### src/rtl/smart_scales_session.sv
// Weigh-in session controller: collects SAMPLES stable load-cell samples, averages them and
// classifies BMI without a divider. Define SMART_SCALES_HISTORY_EN to add the per-user trend table.
module smart_scales_session #(
  parameter int  USERS    = 4,
  parameter int  SAMPLES  = 4,
  parameter int  WEIGHT_W = 9,
  parameter int  HEIGHT_W = 8,
  parameter int  STAB_TOL = 2,
  parameter int  TIMEOUT  = 1000,
  localparam int UID_W    = (USERS > 1) ? $clog2(USERS) : 1
) (
  input  logic                clk,
  input  logic                rst_n,
  input  logic                start,
  input  logic [UID_W-1:0]    user_id,
  input  logic [HEIGHT_W-1:0] height,
  input  logic                s_valid,
  output logic                s_ready,
  input  logic [WEIGHT_W-1:0] s_weight,
  output logic                r_valid,
  input  logic                r_ready,
  output logic [UID_W-1:0]    r_user,
  output logic [WEIGHT_W-1:0] r_weight,
  output logic                r_under,
  output logic                r_normal,
  output logic                r_over,
  output logic                r_timeout,
  output logic [1:0]          r_trend,
  output logic                busy
);

  localparam int LOG2S = $clog2(SAMPLES);
  localparam int ACC_W = WEIGHT_W + LOG2S;
  localparam int CNT_W = LOG2S + 1;
  localparam int TMO_W = (TIMEOUT > 1) ? $clog2(TIMEOUT) : 1;
  localparam int HSQ_W = 2 * HEIGHT_W;
  localparam int CMP_W = (WEIGHT_W + 17 > HSQ_W + 8) ? WEIGHT_W + 17 : HSQ_W + 8;

  typedef enum logic [2:0] {S_IDLE, S_ACQ, S_CALC1, S_CALC2, S_OUT} state_t;

  state_t              r_state, w_next;
  logic [UID_W-1:0]    r_uid;
  logic [HEIGHT_W-1:0] r_height;
  logic [ACC_W-1:0]    r_acc;
  logic [CNT_W-1:0]    r_cnt;
  logic [TMO_W-1:0]    r_tmo;
  logic [WEIGHT_W-1:0] r_prev;
  logic [WEIGHT_W-1:0] r_avg;
  logic [HSQ_W-1:0]    r_hsq;

  logic                w_hs, w_stable, w_done, w_tmo;
  logic [WEIGHT_W-1:0] w_diff;
  logic [CMP_W-1:0]    w_avg_1e5, w_avg_400, w_hsq_185, w_hsq;
  logic                w_under, w_over;
  logic [1:0]          w_trend;

  assign s_ready  = (r_state == S_ACQ);
  assign busy     = (r_state != S_IDLE);

  assign w_hs     = s_valid && s_ready;
  assign w_diff   = (s_weight >= r_prev) ? (s_weight - r_prev) : (r_prev - s_weight);
  assign w_stable = (r_cnt == '0) || (w_diff <= WEIGHT_W'(STAB_TOL));
  assign w_done   = w_hs && w_stable && (r_cnt == CNT_W'(SAMPLES - 1));
  // A completing handshake in the last allowed cycle beats the timeout.
  assign w_tmo    = (r_tmo == TMO_W'(TIMEOUT - 1)) && !w_done;

  // BMI thresholds rearranged as cross-multiplications at full width.
  assign w_avg_1e5 = CMP_W'(r_avg) * CMP_W'(100000);
  assign w_avg_400 = CMP_W'(r_avg) * CMP_W'(400);
  assign w_hsq_185 = CMP_W'(r_hsq) * CMP_W'(185);
  assign w_hsq     = CMP_W'(r_hsq);
  assign w_under   = (w_avg_1e5 < w_hsq_185);
  assign w_over    = (w_avg_400 >= w_hsq);

  // NOTE: sequential state uses non-blocking (<=) so every register samples pre-edge values.
  always_ff @(posedge clk or negedge rst_n) begin
    if (!rst_n) r_state <= S_IDLE;
    else        r_state <= w_next;
  end

  // NOTE: w_next gets a default before the case so no path leaves it unassigned (no latch).
  always_comb begin
    w_next = r_state;
    case (r_state)
      S_IDLE:  if (start && (height != '0)) w_next = S_ACQ;
      S_ACQ: begin
        if (w_done)     w_next = S_CALC1;
        else if (w_tmo) w_next = S_OUT;
      end
      S_CALC1: w_next = S_CALC2;
      S_CALC2: w_next = S_OUT;
      S_OUT:   if (r_ready) w_next = S_IDLE;
      default: w_next = S_IDLE;
    endcase
  end

  always_ff @(posedge clk or negedge rst_n) begin
    if (!rst_n) begin
      r_uid     <= '0;
      r_height  <= '0;
      r_acc     <= '0;
      r_cnt     <= '0;
      r_tmo     <= '0;
      r_prev    <= '0;
      r_avg     <= '0;
      r_hsq     <= '0;
      r_valid   <= 1'b0;
      r_user    <= '0;
      r_weight  <= '0;
      r_under   <= 1'b0;
      r_normal  <= 1'b0;
      r_over    <= 1'b0;
      r_timeout <= 1'b0;
      r_trend   <= 2'b00;
    end else begin
      case (r_state)
        S_IDLE: begin
          if (start && (height != '0)) begin
            r_uid    <= user_id;
            r_height <= height;
            r_acc    <= '0;
            r_cnt    <= '0;
            r_tmo    <= '0;
          end
        end
        S_ACQ: begin
          r_tmo <= r_tmo + TMO_W'(1);
          if (w_hs) begin
            r_prev <= s_weight;
            if (w_stable) begin
              r_acc <= r_acc + ACC_W'(s_weight);
              r_cnt <= r_cnt + CNT_W'(1);
            end else begin
              r_acc <= ACC_W'(s_weight);
              r_cnt <= CNT_W'(1);
            end
          end
          if (w_tmo) begin
            r_valid   <= 1'b1;
            r_user    <= r_uid;
            r_weight  <= '0;
            r_under   <= 1'b0;
            r_normal  <= 1'b0;
            r_over    <= 1'b0;
            r_timeout <= 1'b1;
            r_trend   <= 2'b00;
          end
        end
        S_CALC1: begin
          r_avg <= WEIGHT_W'(r_acc >> LOG2S);
          r_hsq <= HSQ_W'(r_height) * HSQ_W'(r_height);
        end
        S_CALC2: begin
          r_valid   <= 1'b1;
          r_user    <= r_uid;
          r_weight  <= r_avg;
          r_under   <= w_under;
          r_normal  <= !w_under && !w_over;
          r_over    <= w_over;
          r_timeout <= 1'b0;
          r_trend   <= w_trend;
        end
        S_OUT: if (r_ready) r_valid <= 1'b0;
        default: ;
      endcase
    end
  end

`ifdef SMART_SCALES_HISTORY_EN
  logic [WEIGHT_W-1:0] r_hist_w [USERS];
  logic [USERS-1:0]    r_hist_v;
  logic                w_hist_wr;

  assign w_hist_wr = r_valid && r_ready && !r_timeout;

  always_ff @(posedge clk or negedge rst_n) begin
    if (!rst_n)         r_hist_v         <= '0;
    else if (w_hist_wr) r_hist_v[r_user] <= 1'b1;
  end

  // NOTE: the weight array has no reset; r_hist_v qualifies every read.
  always_ff @(posedge clk) begin
    if (w_hist_wr) r_hist_w[r_user] <= r_weight;
  end

  always_comb begin
    w_trend = 2'b00;
    if (r_hist_v[r_uid]) begin
      if (r_avg > r_hist_w[r_uid])      w_trend = 2'b01;
      else if (r_avg < r_hist_w[r_uid]) w_trend = 2'b10;
      else                              w_trend = 2'b11;
    end
  end
`else
  assign w_trend = 2'b00;
`endif

endmodule

### config.mk
export PLATFORM = sky130hd
export DESIGN_NAME = smart_scales_session
export DESIGN_NICKNAME = d
export VERILOG_FILES = /design/src/rtl/smart_scales_session.sv
export SDC_FILE = /design/constraint.sdc
export NUM_CORES = 1
export LEC_CHECK = 0
export CAP_MARGIN = 20
export CORE_ASPECT_RATIO = 1.2
export CORE_UTILIZATION = 35
export CTS_CLUSTER_SIZE = 30
export DETAILED_ROUTE_END_ITERATION = 10
export SYNTH_ARGS = -nofsm -noshare
export SYNTH_HDL_FRONTEND = slang
export SYNTH_SLANG_ARGS = --single-unit
### constraint.sdc
create_clock -name clk -period 8.4 [get_ports clk]
set_input_delay 1.26 -clock clk [delete_from_list [all_inputs] [get_ports clk]]
set_output_delay 1.26 -clock clk [all_outputs]
set_load 0.01 [all_outputs]
Yosys cells after proc, flatten, opt, wreduce, memory -nomap -nowiden
Cells that the tools add are included.
W data, S select, Z words.

storage, ports and cells
  register bits after elaboration = 89
  input port bits = 24
  output and inout bits = 20

operators by class
  add/sub/neg operators = 5
  $mul = 4
  order comparisons = 4
  equality and inequality tests = 11
  muxes and demuxes = 30
  reduce and logical (&&, ||, !) cells = 24

operators by type and width
  operator                 count
  $mux W11                 3
  $lt A26 B24 Y1           1
  $mul A16 B8 Y24 const B  1
  $pmux W11 S2             1
  $mul A9 B12 Y21 const B  1
  $mux W3                  7
  $pmux W10 S2             1
  $ge A18 B16 Y1           1
  $mux W9                  2
  $pmux W9 S2              1
  $sub A9 B9 Y9            2
  $mul A8 B8 Y16           1
  $pmux W3 S5              1
  $mul A9 B5 Y14 const B   1
  $add A11 B9 Y11          1
  $add A10 B1 Y10 const B  1
  $eq A10 B10 Y1 const B   1
  $mux W10                 1
  $eq A3 B2 Y1 const B     3
  $ge A9 B9 Y1             1
  $le A9 B2 Y1 const B     1
  $reduce_and A3 Y1        3
  $pmux W1 S2              4
  $pmux W2 S2              2
  18 further kinds         36

Depth between registers and ports, before layout
  word-level depth = 11
  depth in mapped cells = 26
  mapped depth without buffers = 26

Worst setup path after synthesis
Ideal clock, no wire load.

  path type = flip-flop to flip-flop
  from = register r_hsq[4]
  to = register r_normal
  arrival = 5.290 ns
  data required time = 8.279 ns
  path slack = 2.989 ns
  stages on the path, launching flop included = 25
  path through = dfrtp_1 -> ha_1 -> fa_1 -> fa_1 -> inv_1 -> fa_1 -> inv_1 -> ha_1 -> o21ai_0 -> a21oi_1 -> o21ai_0 -> a211oi_1 -> o21a_1 -> nor4_1 -> nor3_1 -> xnor2_1 -> ha_1 -> nand4_1 -> or3_1 -> a21oi_1 -> o41ai_1 -> a21oi_1 -> nor4_1 -> nand3_1 -> a22o_1

between the ends
  word-level cells in the longest chain between the ends = 5
  elaborated cells on any way between the ends = 7

RTL lines
  element                   RTL line  source
  start: declaration        49        logic [HSQ_W-1:0] r_hsq;
  start signal: assignment  151       r_hsq <= HSQ_W'(r_height) * HSQ_W'(r_height);
  $mul A16 B8 Y24           70        assign w_hsq_185 = CMP_W'(r_hsq) * CMP_W'(185);
  $lt A26 B24 Y1            72        assign w_under = (w_avg_1e5 < w_hsq_185);
  $logic_not A1 Y1          158       r_normal <= !w_under && !w_over;
  $logic_and A1 B1 Y1 (*)   158
  $pmux W1 S2 (*)           116       case (r_state)
  end signal: assignment    158
  end: declaration          25        output logic r_normal,

Every way passes the cells marked *; elsewhere a longest branch is shown, timed or not.
A chain may end at the register's enable or synchronous reset.

Worst setup path after layout
Ends and elaborated chain as after synthesis.

==> impl_metrics.json <==
{
  "outcome": "finished, final reports clean",
  "clock-sinks": 86,
  "final_cell_mix": "ha_1 (229), inv_1 (227), dfrtp_1 (86), fa_1 (85), nand2_1 (81)",
  "grt_overflow": 0,
  "finalSetupViolations": 0,
  "seq_area_um2": 2150,
  "finClkSkew_ns": 0.0128,
  "r2r_start": "r_hsq[4]",
  "cts_resized": 0,
  "timing.fmax_mhz": 169,
  "cts_root_buf": "clkbuf_16",
  "die_w_um": 168,
  "dr_wl_met3_um": 521,
  "fin_tns_setup_ns": 0,
  "wl_per_cell_um": 14.4,
  "synth_ff_type": "dfrtp_1",
  "areaGrowthSynthToFinish_pct": 9.75,
  "n_fill_cell": 3269,
  "top_layer": "met4",
  "maxSlewHeadroom": 0.270,
  "critPathLaunchType": "flip-flop",
  "fin_crit_ns": 5.91,
  "rrSetupSlack_ns": 2.49,
  "initial_core_util": 0.358,
  "grt_first_pass_wirelength_um": 43600,
  "die_h_um": 202,
  "crit_path_end": "r_normal",
  "cts_buffers": 9,
  "rsz0062_at_grt": "false",
  "critPathLaunch": "r_hsq[4]",
  "synth.ff_latch_count": 86,
  "ioPinCount": 44,
  "reg2reg_to": "r_normal",
  "fin_nets": 1653,
  "h-tree-depth": 3,
  "hold_viol": 0,
  "wirelength_um": 24900,
  "setup_slack_ns": 2.49,
  "final_cells": 1726,
  "yosysSeqAreaShare": 0.185,
  "first_pass_iters": 4,
  "synth_top_area_share": 0.247,
  "cts_hold_buf": 0,
  "drv_cap": 0,
  "multi_input_area_um2": 8490,
  "period_share": 0.704,
  "avgSynthCellArea_um2": 9.05,
  "drc_errors": 0,
  "post_synth_num_cell_types": 62,
  "num_rows": 72,
  "drt-met1-wl_um": 11200,
  "crit_path_end_kind": "flip-flop",
  "portBuffers": 41,
  "cp_data_required_time_ns": 8.63,
  "synth_edf_count": 0,
  "worst_r2r_path_depth": 24,
  "ys_top_cells_by_area": "ha_1 (25%), dfrtp_1 (19%), fa_1 (15%), inv_1 (7.3%), o21ai_0 (3.1%)",
  "cts_tree": "built",
  "met2_length_um": 12600,
  "crit_fanout": 7,
  "antenna_cells": 0,
  "cp.arrival_ns": 6.14,
  "yosys_warnings": 0,
  "preCtsSetupSlack_ns": 2.46,
  "synth_top_area_cell": "ha_1",
  "coreArea_um2": 32400,
  "dp_hpwl_um": 20300,
  "grt_usage": 0.158,
  "clkSlewWorstSetupHoldPaths_ns": 0.07,
  "clock_latency_ns": 0.35,
  "slew_violations": 0,
  "num_vias": 8645,
  "worstMarginPinSlew_ns": 1.09,
  "final_common_cell": "ha_1",
  "first_iter_violations": 273,
  "die-area_um2": 33900,
  "syn_inst": 1284,
  "drive_above_1_share": 0.0470,
  "async_flop_share": 1.00,
  "dp.cells": 1711,
  "avgViaCountPerCell": 5.01,
  "grt_max_degree": 68,
  "gp_congestion": 0.850,
  "detail-route-antenna-nets": 0,
  "cts.path.max_buffers": 2,
  "syn_area_um2": 11600,
  "antenna_found_initial": 0,
  "grt_pass1_vias": 9148,
  "post_cts_buffers": 0,
  "hold_path_class": "flip-flop to flip-flop",
  "critical_path_class": "flip-flop to flip-flop"
}
sequential cells by signal (all words and copies together), names as in the netlist, 8 cells and up:
name      count
r_tmo        10
r_prev        9
r_weight      9
r_hsq        15
r_avg         9
r_height      8
r_acc        11
cells by family after synthesis:
| kind of cell | after synthesis | synth area share |
|---|---|---|
| AOI/OAI and AO/OA | 236 | 0.131 |
| xor gates and xnor gates | 60 | 0.0452 |
| adders and majority gates | 314 | 0.393 |
| buffers and inverters | 254 | 0.0853 |
| DFF | 86 | 0.185 |
| muxes | 35 | 0.0329 |
| other | 1 | 0.000323 |
| and+or+nand+nor | 298 | 0.127 |
cell type report:
type / instances / area share
Clock buffer: 9 / 0.0177
Clock inverter: 6 / 0.00736
Inverter: 227 / 0.0668
Multi-Input combinational cell: 948 / 0.666
Sequential cell: 86 / 0.169
Tap cell: 407 / 0.0399
Timing Repair Buffer: 43 / 0.0332
critical path, cell delays in order (launching register included):
cell and delay, ns:
dfrtp_1 0.46, ha_1 0.34, fa_1 0.46, fa_1 0.54, inv_1 0.06, fa_1 0.53, inv_1 0.04, ha_1 0.33
o21ai_0 0.12, a21oi_1 0.12, o21ai_0 0.34, a211oi_1 0.14, o21a_1 0.20, nor4_1 0.18, nor3_1 0.11, xnor2_1 0.13
ha_1 0.29, nand4_1 0.11, or3_1 0.12, a21oi_1 0.04, o41ai_1 0.41, a21oi_1 0.13, nor4_1 0.27, nand3_1 0.14
a22o_1 0.20
routing by layer:
layer,track usage,vias up
met1,0.195,4122
met3,0.0132,29
met2,0.288,97
li1,-,4397
met4,0.0516,0
met5,0,-
stage by stage:
stage | instance area (um^2) | util | hold WS [ns]
final | 12700 | 0.393 | 0.501
after global routing | 12700 | 0.393 | 0.521
after CTS | 12700 | 0.393 | 0.506
after detailed placement | 12400 | 0.383 | 0.489
after global placement | 12400 | 0.383 | 0.485
after floorplan | 11600 | - | 0.467
cells in the mapped netlist (22+ instances only):
cell	number
ha_1	229
inv_1	227
dfrtp_1	86
fa_1	85
nand2_1	81
o21ai_0	72
nor2_1	60
a21oi_1	53
xnor2_1	38
nor3_1	34
nand3_1	28
mux2_2	25
xor2_1	22
worst min-delay path by stage:
stage | from | slack, ns | cells after the start | to
after detailed placement | r_weight[7] | 0.49 | 1 | r_weight[7]
final | r_weight[7] | 0.50 | 1 | r_weight[7]
after global routing | r_weight[3] | 0.52 | 1 | r_weight[3]
after global placement | r_uid[1] | 0.48 | 1 | r_user[1]
after CTS | r_cnt[2] | 0.51 | 2 | r_cnt[2]
after floorplan | r_cnt[0] | 0.47 | 2 | r_cnt[0]
Power is not shown: default switching activity piles up to over one toggle a cycle in this logic, so the estimate is an artifact.
